`config.mk`:
```
export PLATFORM = sky130hd
export DESIGN_NAME = instruction_fetch_flat
export DESIGN_NICKNAME = d
export VERILOG_FILES = /design/src/rtl/instruction_fetch_if.sv /design/src/rtl/instruction_fetch.sv /design/src/flat_wrapper.sv
export SDC_FILE = /design/constraint.sdc
export NUM_CORES = 1
export LEC_CHECK = 0
export ABC_AREA = 1
export CAP_MARGIN = 20
export CORE_AREA = 2 2 85 95
export DETAILED_ROUTE_END_ITERATION = 10
export DIE_AREA = 0 0 87 97
export HOLD_SLACK_MARGIN = 0.02
export PLACE_DENSITY = 0.78
export SYNTH_ARGS = -nofsm -noshare
export SYNTH_HDL_FRONTEND = slang
export SYNTH_SLANG_ARGS = --single-unit
```
`constraint.sdc`:
```
create_clock -name clock -period 1.72 [get_ports clock]
set_clock_uncertainty 0.2 [all_clocks]
set_input_delay 0.172 -clock clock [delete_from_list [all_inputs] [get_ports clock]]
set_output_delay 0.172 -clock clock [all_outputs]
set_load 0.02 [all_outputs]
```
`src/rtl/instruction_fetch_if.sv`:
```
// Instruction-fetch bus: pipeline control in, program-memory read port and
// IF/ID-facing outputs. master = fetch unit, slave = pipeline/memory side.
interface instruction_fetch_if #(
  parameter int unsigned ADDR_WIDTH = 14
);
  logic                  stall;
  logic                  redirect;
  logic [ADDR_WIDTH-1:0] redirect_addr;
  logic                  halt;
  logic [ADDR_WIDTH-1:0] pmem_addr;
  logic [31:0]           pmem_data;
  logic [31:0]           instruction_out;
  logic [ADDR_WIDTH-1:0] return_addr_out;
  logic                  fetch_valid;
  logic                  halted;

  modport master (
    input  stall, redirect, redirect_addr, halt, pmem_data,
    output pmem_addr, instruction_out, return_addr_out, fetch_valid, halted
  );

  modport slave (
    output stall, redirect, redirect_addr, halt, pmem_data,
    input  pmem_addr, instruction_out, return_addr_out, fetch_valid, halted
  );
endinterface

```
`src/rtl/instruction_fetch.sv`:
```
// Instruction fetch stage: owns the PC, drives the synchronous program-memory
// read port and presents instruction/return address to the IF/ID register.
//
// state     | meaning
// ----------+----------------------------------------------------------
// ST_BOOT   | first cycle after reset, fetching RESET_VECTOR
// ST_RUN    | fetching sequentially, honouring stall and redirect
// ST_HALTED | decode saw HALT; emit NOP until a redirect arrives
module instruction_fetch #(
  parameter int unsigned             ADDR_WIDTH   = 14,
  parameter logic [ADDR_WIDTH-1:0]   RESET_VECTOR = '0,
  parameter logic [31:0]             NOP_WORD     = 32'h0000_0000
) (
  input logic                clock,
  input logic                nreset,
  instruction_fetch_if.master bus
);

  typedef enum logic [1:0] {
    ST_BOOT   = 2'd0,
    ST_RUN    = 2'd1,
    ST_HALTED = 2'd2
  } state_t;

  state_t                fsm;
  logic [ADDR_WIDTH-1:0] pc;
  logic [ADDR_WIDTH-1:0] if_addr;
  logic                  if_valid;
  logic                  halted_q;
  logic                  fetch_ok;

  // Re-reading if_addr while stalled keeps pmem_data stable for the held word.
  always_comb begin
    bus.pmem_addr = pc;
    if (bus.redirect)
      bus.pmem_addr = bus.redirect_addr;
    else if (bus.stall && if_valid)
      bus.pmem_addr = if_addr;
  end

  assign fetch_ok            = if_valid & ~bus.redirect;
  assign bus.instruction_out = fetch_ok ? bus.pmem_data : NOP_WORD;
  assign bus.fetch_valid     = fetch_ok;
  assign bus.return_addr_out = if_addr + 1'b1;
  assign bus.halted          = halted_q;

  always_ff @(posedge clock or negedge nreset) begin
    if (!nreset) begin
      fsm      <= ST_BOOT;
      pc       <= RESET_VECTOR;
      if_addr  <= '0;
      if_valid <= 1'b0;
      halted_q <= 1'b0;
    end else if (bus.redirect) begin
      pc       <= bus.redirect_addr + 1'b1;
      if_addr  <= bus.redirect_addr;
      if_valid <= 1'b1;
      fsm      <= ST_RUN;
      halted_q <= 1'b0;
    end else begin
      case (fsm)
        ST_BOOT: begin
          pc       <= pc + 1'b1;
          if_addr  <= pc;
          if_valid <= 1'b1;
          fsm      <= ST_RUN;
        end
        ST_RUN: begin
          if (bus.halt) begin
            if_valid <= 1'b0;
            fsm      <= ST_HALTED;
            halted_q <= 1'b1;
          end else if (!bus.stall) begin
            pc       <= pc + 1'b1;
            if_addr  <= pc;
            if_valid <= 1'b1;
          end
        end
        ST_HALTED: begin
          if_valid <= 1'b0;
          halted_q <= 1'b1;
        end
        default: begin
          fsm      <= ST_BOOT;
          if_valid <= 1'b0;
          halted_q <= 1'b0;
        end
      endcase
    end
  end

endmodule
```
`src/flat_wrapper.sv`:
```
// flat-port wrapper written by rule: the top's interface ports become plain ports
module instruction_fetch_flat 
#(
  parameter int unsigned             ADDR_WIDTH   = 14,
  parameter logic [ADDR_WIDTH-1:0]   RESET_VECTOR = '0,
  parameter logic [31:0]             NOP_WORD     = 32'h0000_0000
)
  (clock, nreset, bus_stall, bus_redirect, bus_redirect_addr, bus_halt, bus_pmem_data, bus_pmem_addr, bus_instruction_out, bus_return_addr_out, bus_fetch_valid, bus_halted);
  instruction_fetch_if #(.ADDR_WIDTH(ADDR_WIDTH)) bus_i ();
  input logic clock;
  input logic nreset;
  input wire logic [$bits(bus_i.stall)-1:0] bus_stall;
  input wire logic [$bits(bus_i.redirect)-1:0] bus_redirect;
  input wire logic [$bits(bus_i.redirect_addr)-1:0] bus_redirect_addr;
  input wire logic [$bits(bus_i.halt)-1:0] bus_halt;
  input wire logic [$bits(bus_i.pmem_data)-1:0] bus_pmem_data;
  output wire logic [$bits(bus_i.pmem_addr)-1:0] bus_pmem_addr;
  output wire logic [$bits(bus_i.instruction_out)-1:0] bus_instruction_out;
  output wire logic [$bits(bus_i.return_addr_out)-1:0] bus_return_addr_out;
  output wire logic [$bits(bus_i.fetch_valid)-1:0] bus_fetch_valid;
  output wire logic [$bits(bus_i.halted)-1:0] bus_halted;
  assign bus_i.stall = bus_stall;
  assign bus_i.redirect = bus_redirect;
  assign bus_i.redirect_addr = bus_redirect_addr;
  assign bus_i.halt = bus_halt;
  assign bus_i.pmem_data = bus_pmem_data;
  assign bus_pmem_addr = bus_i.pmem_addr;
  assign bus_instruction_out = bus_i.instruction_out;
  assign bus_return_addr_out = bus_i.return_addr_out;
  assign bus_fetch_valid = bus_i.fetch_valid;
  assign bus_halted = bus_i.halted;
  instruction_fetch #(.ADDR_WIDTH(ADDR_WIDTH), .RESET_VECTOR(RESET_VECTOR), .NOP_WORD(NOP_WORD)) u_core (.clock(clock), .nreset(nreset), .bus(bus_i));
endmodule
```
* After elaboration in Yosys (flattened, before gate mapping)
Cells that the tools add are included.
** Storage, ports and cells
- Output and inout bits :: 62
- Word-level logic and storage cells :: 45
- Flip-flop bits (word level) :: 32
** Cells by class
- Bitwise logic cells :: 2
- $add $sub $neg :: 3
- Reductions and logical operators :: 6
- Equality and inequality tests :: 8
- Mux-type cells :: 21
** Operators by type and width (number)
- two-way mux 14 bit :: 8
- case mux 14 bit (2 select lines) :: 2
- adder 14 x 1 -> 14 bit (second input constant) :: 3
- two-way mux 32 bit :: 1
- inequality test 3 bit (second input constant) :: 3
- case mux 2 bit (3 select lines) :: 1
- two-way mux 1 bit :: 5
- two-way mux 2 bit :: 2
- inequality test 2 bit (second input constant) :: 2
- inequality test 4 bit (second input constant) :: 1
- AND reduction 2 bit :: 2
- case mux 1 bit (3 select lines) :: 1
- AND reduction 3 bit :: 1
- nonzero test 3 bit :: 1
- == test 2 x 1 -> 1 bit (second input constant) :: 1
- == test 2 bit (second input constant) :: 1
- logical NOT 2 bit :: 1
- case mux 1 bit (2 select lines) :: 1
- bitwise AND 1 bit :: 1
- logical AND 1 bit :: 1
- NOT 1 bit :: 1

* Longest topological paths before layout
Gate-level depths: netlist of the first run.
- Depth in word-level cells :: 5
- Depth in mapped cells :: 12

* Worst setup path after synthesis of the first run
OpenSTA, ideal clock, no wires.
- Path kind :: register to output
- Start :: reg u_core.if_addr[0]
- End :: out bus_return_addr_out[12]
- Stages on the path, launching flop included :: 9
- Path buffers :: 0
- Required time :: 1.348 ns
- Arrival time :: 1.561 ns
- Path slack :: -0.213 ns
- Cells stage by stage :: dfrtp_1 ha_1 nand3_1 nor2_2 nand2_1 nor2_2 nand3_1 nor2_1 xor2_1
** Between the ends
- Word-level cells in the longest chain between the ends :: 1
** RTL lines
- from (decl) :: RTL line instruction_fetch.sv:27 : logic [ADDR_WIDTH-1:0] if_addr;
- from (signal assigned) :: RTL line instruction_fetch.sv:56 : if_addr <= bus.redirect_addr;
- from (signal assigned) :: RTL line instruction_fetch.sv:64 : if_addr <= pc;
- from (signal assigned) :: RTL line instruction_fetch.sv:75 : if_addr <= pc;
- adder 14 x 1 -> 14 bit :: RTL line instruction_fetch.sv:44 : assign bus.return_addr_out = if_addr + 1'b1;
- to (decl) :: RTL line flat_wrapper.sv:19 : output wire logic [$bits(bus_i.return_addr_out)-1:0] bus_return_addr_out;
Every way passes these cells.

* Worst setup path after layout of the first run
- Start :: reg u_core.if_addr[1]
- End :: out bus_return_addr_out[8]
Same word-level chain as after synthesis.

==> impl_metrics.toml, run 1 <==
[sta]
hold_ws_ps = 84.9
slew_violations = 0
relSlewSlack = 0.704
worst_pin_slew_ps = 444
post-route-period-util = 1.30
setup_slack_ps = -513
post-route-min-period_ps = 2230
finalSetupViolations = 44
fin_tns_setup_ps = -4940
fmax_mhz = 448
hold_violations = 0
rsz0062_at_grt = "true"

[job]
cap_violations = 0

[detailed_routing]
first_pass_iters = 4
vias_per_cell = 4.93
via_count = 3223
ant_nets = 0
wire_per_inst_um = 16.4
routed_wl_um = 10700
drc = 0
drtIter0Drc = 183

[placed_design]
numPortBuffers = 112
post-place-cells = 635
gp_congestion = 0.859
dp_hpwl_um = 6980
pre_cts_slack_ps = -709
placed_area_um2 = 4250

[synthesis]
synth_seq_cells = 32
synthTopCellsByArea = "dfrtp_1, nand2_1, nor2_1, o21ai_0, inv_1"
synth.distinct_cells = 30
yosysTopAreaCellShare = 0.316
yosysWarnings = 0
yosysMostFrequentCell = "nand2_1"
syn_area_per_cell_um2 = 6.59
synth_top_area_cell = "dfrtp_1"
synth.net_count = 441
ys_top_cells_by_count = "nand2_1, nor2_1, inv_1"
syn_inst = 384
async_reset_ff_frac = 1.00
synth_area_um2 = 2530
synth_edf_count = 0
ys.flop_type = "dfrtp_1"
yosysSeqAreaShare = 0.316

[finish]
fin_nets = 624
antenna_cells = 0
fillCellCount = 543
fin_area_um2 = 5020
area_growth_pct = 98.4
utilization = 0.680
stdcell_count = 654
drive_above_1_share = 0.464
seq_area_um2 = 801
multi_input_area_um2 = 1960

[global_route]
grt_first_pass_wirelength_um = 14600
grt_overflow = 0
grt_use_total = 0.216
grt_max_degree = 33
grt_pass1_vias = 3195
antenna_found_initial = 0

[floorplan]
io_pins = 113
std_cell_rows = 33
core_um2 = 7390
die_h_um = 97
initial_core_util = 0.343
die_x_um = 87
dieArea_um2 = 8440

[critical_path]
rr_startpoint = "u_core.fsm[1]"
cp-start-kind = "register"
reg2regPathDepth = 8
crit_type = "reg -> out"
r2r_end = "u_core.if_addr[4]"
rrSetupSlack_ps = 110
worstPathMaxFanout = 2
critical_path_arrival_ps = 1860
crit_path_start = "u_core.if_addr[1]"
required_ps = 1350
crit_end = "bus_return_addr_out[8]"
end_kind = "output pin"

[clock_tree]
clk_latency_ps = 290
htree_num_levels = 2
path_clk_slew_ps = 70
clockRootBuffer = "clkbuf_8"
clock_sinks = 32
clock_path_buffers = 2
numCtsBuffers = 5
cts_tree = "done"

[outcome]
violations = "setup timing"
outcome = "finished with violations"

[pwr]
leakagePower_nw = 2.42
power.total_mw = 7.00
vdd_drop_max_v = 0.000628
p_per_area_nw_per_um2 = 1390

[hold_path]
hp-class = "in -> async"
[report_power, final]
part / internal [mW] / total [mW] / switching, mW
Clock: 0.275 / 0.561 / 0.286
Combinational: 2.26 / 4.95 / 2.69
Sequential: 1.12 / 1.48 / 0.367
[metal layers]
layer | vias up | GRT usage | wire length (um)
met1 | 1502 | 0.234 | 3920
li1 | 1544 | - | -
met4 | 0 | 0.105 | 302
met2 | 147 | 0.390 | 5660
met5 | - | 0 | 0
met3 | 30 | 0.0435 | 825
[critical path: stages, from the launching register on]
cell and delay (ps):
dfrtp_1 400, ha_4 160, nand3_4 80, nor2_4 150
nand2_2 80, nor2_4 160, buf_4 130, buf_4 90
xor2_1 150, buf_4 170
[registers in the layout, indices dropped and copies added, names as in the netlist]
signal             flops
u_core.if_addr        14
u_core.bus.halted      1
u_core.pc             14
u_core.if_valid        1
u_core.fsm             2
[how the worst min path moves through the flow]
stage,from,endpoint,slack [ps]
after global placement,u_core.pc[0],u_core.pc[0],280
after detailed placement,u_core.pc[12],u_core.pc[12],300
final,nreset,u_core.pc[0],80
after CTS,nreset,u_core.pc[9],120
after floorplan,nreset,u_core.bus.halted,-320
after global routing,nreset,u_core.pc[12],160
[layout by cell type (no fill, tap or decap), types with 17 or more instances in the layout]
cell type        netlist  routed
buf_4                  0      83
nand2_1               85      81
inv_1                 56      51
clkdlybuf4s50_1        0      49
buf_6                  2      45
nor2_4                 3      43
dfrtp_1               32      32
nand2_2               16      18
nor2_1                61      18
o21ai_2                1      17
[cell type report]
cell class,instances,area share
sequential,32,0.159
clock inverter,1,0.000996
tap,87,0.0217
timing repair inverter,2,0.00324
timing repair buffer,189,0.362
inverter,59,0.0481
clock buffer,6,0.0144
multi-input combinational,278,0.390
[kinds of logic (layout without fill, tap and decap cells)]
kind of cell | Yosys count | in the layout | synth area share
AOI/OAI and AO/OA | 59 | 59 | 0.123
xor gates and xnor gates | 17 | 17 | 0.0588
adders and majority gates | 6 | 6 | 0.0296
buffers and inverters | 74 | 257 | 0.124
DFF | 32 | 32 | 0.316
and+or+nand+nor | 196 | 196 | 0.348
[repair_timing]
item	CTS	global route
hold buffers	0	0
buffers inserted	2	5
gates cloned	1	5
setup endpoints to repair	74	75
pin swaps	3	29
resized for setup	325	202
(Power assumes the default switching activity.)
==> run 2: changes to the inputs <==
--- a/constraint.sdc
+++ b/constraint.sdc
@@ -3,3 +3,3 @@
 set_input_delay 0.172 -clock clock [delete_from_list [all_inputs] [get_ports clock]]
 set_output_delay 0.172 -clock clock [all_outputs]
-set_load 0.02 [all_outputs]
+set_load 0.01 [all_outputs]
==> run 2 against run 1 <==
Net effect: the run still ends with setup timing left; via count grew 3.5%; clock power grew 13%; register-to-register slack lost 20 ps; sequential power is essentially flat.
==> impl_metrics.toml, run 2 (synthesis results as in run 1) <==
[sta]
hold_violations = 0
relSlewSlack = 0.708
rsz0062_at_grt = "true"
finalSetupViolations = 57
fmax_mhz = 482
slew_violations = 0
setup_slack_ps = -355
worst_pin_slew_ps = 438
fin_tns_setup_ps = -11950
post-route-period-util = 1.21
hold_ws_ps = 67.1
post-route-min-period_ps = 2070

[detailed_routing]
first_pass_iters = 4
routed_wl_um = 10800
vias_per_cell = 4.97
drtIter0Drc = 172
drc = 0
via_count = 3336
wire_per_inst_um = 16.1
ant_nets = 0

[critical_path]
cp-start-kind = "register"
rrSetupSlack_ps = 90
critical-path-top-delay-family = "simple AND/OR/NAND/NOR gates"
crit_type = "reg -> out"
crit_end = "bus_return_addr_out[12]"
reg2regPathDepth = 10
cp_num_cells = 9
r2r_end = "u_core.pc[8]"
critical_path_buf_inv_count = 1
required_ps = 1350
cp_common_cell = "nor2_4"
cp_slowest_stage_delay_ps = 410
critPathSlowestCell = "dfrtp_1"
worstPathMaxFanout = 2
rr_startpoint = "u_core.fsm[1]"
end_kind = "output pin"
worstPathCellList = "ha_4 > nand3_4 > nor2_4 > nand2_2 > nor2_4 > nand3_2 > nor2_2 > xor2_1 > buf_2"
crit_path_start = "u_core.if_addr[0]"
critical_path_arrival_ps = 1700

[finish]
final_common_cell = "nand2_1"
drive_above_1_share = 0.471
fin_nets = 640
utilization = 0.685
top_regs = "u_core.if_addr: 14 flops, u_core.pc: 14 flops, u_core.fsm: 2 flops"
fin_area_um2 = 5060
layout_common_cells = "nand2_1, buf_4, inv_1"
fillCellCount = 510
antenna_cells = 0
area_growth_pct = 99.9

[clock_tree]
numCtsBuffers = 5
ctsHoldBuffers = 0
cts_tree = "done"
clock_path_buffers = 2
path_clk_slew_ps = 80
clockRootBuffer = "clkbuf_8"
clock_sinks = 32
clk_latency_ps = 300
htree_num_levels = 2

[outcome]
violations = "setup timing"
outcome = "finished with violations"

[global_route]
grt_overflow = 0
grt_use_total = 0.227
antenna_found_initial = 0
grt_first_pass_wirelength_um = 15300
grt_pass1_vias = 3309
grt_max_degree = 33

[floorplan]
initial_core_util = 0.343
die_h_um = 97
core_um2 = 7390
die_x_um = 87
dieArea_um2 = 8440
io_pins = 113
std_cell_rows = 33

[placed_design]
placed_area_um2 = 4200
dp_hpwl_um = 6980
pre_cts_slack_ps = -589
gp_congestion = 0.892
numPortBuffers = 112

[pwr]
p_per_area_nw_per_um2 = 1330
leakagePower_nw = 2.50
vdd_drop_max_v = 0.000537

[job]
cap_violations = 0

[hold_path]
hp-class = "in -> async"
==> run 2: cell count changes in the layout (fill, tap and decap cells not counted), sizes merged <==
| cell | delta |
|---|---|
| clkbuf | -1 |
| dlygate4sd2 | +2 |
| buf | +17 |
| clkinv | -1 |
==> run 2: how the worst min path moves through the flow <==
stage                   endpoint  cells past startpoint  slack [ps]           from
6_report       u_core.bus.halted                      2          70         nreset
5_1_grt          u_core.if_valid                      2         120         nreset
4_1_cts        u_core.bus.halted                      2         100         nreset
3_5_place_dp       u_core.pc[13]                      2         290  u_core.pc[13]
3_3_place_gp       u_core.pc[13]                      2         280  u_core.pc[13]
2_1_floorplan  u_core.bus.halted                      0        -320         nreset
==> run 2: what timing repair did <==
action,CTS,global route
pin swaps,27,33
cloned,2,2
gates resized for setup,335,124
setup endpoints to repair,72,74
buffers inserted,22,11
==> run 2: area by class of cell <==
type                       count  area [um^2]  share of cell area
tap                           87          109              0.0215
sequential                    32          802               0.158
timing repair buffer         207         1900               0.375
clock buffer                   6         82.6              0.0163
clock inverter                 2         10.0             0.00198
inverter                      59          243              0.0479
multi-input combinational    278         1920               0.379
==> run 2: report_power, final <==
group	switching, mW	leakage [nW]	internal (mW)
Sequential	0.351	0.388	1.12
Combinational	2.37	2.06	2.25
Clock	0.315	0.0510	0.320
==> run 2: through the flow <==
stage	instances	total power, mW
6_report	671	6.72
5_1_grt	671	7.11
3_5_place_dp	635	5.00
2_1_floorplan	384	2.98
3_3_place_gp	635	4.90
4_1_cts	665	5.91
==> run 2: per-layer routing <==
metal | vias up | global-route usage | part of all wire
met1 | 1577 | 0.240 | 0.35
met2 | 159 | 0.440 | 0.56
li1 | 1581 | - | -
met5 | - | 0 | 0
met4 | 0 | 0.0637 | 0.017
met3 | 19 | 0.0410 | 0.068
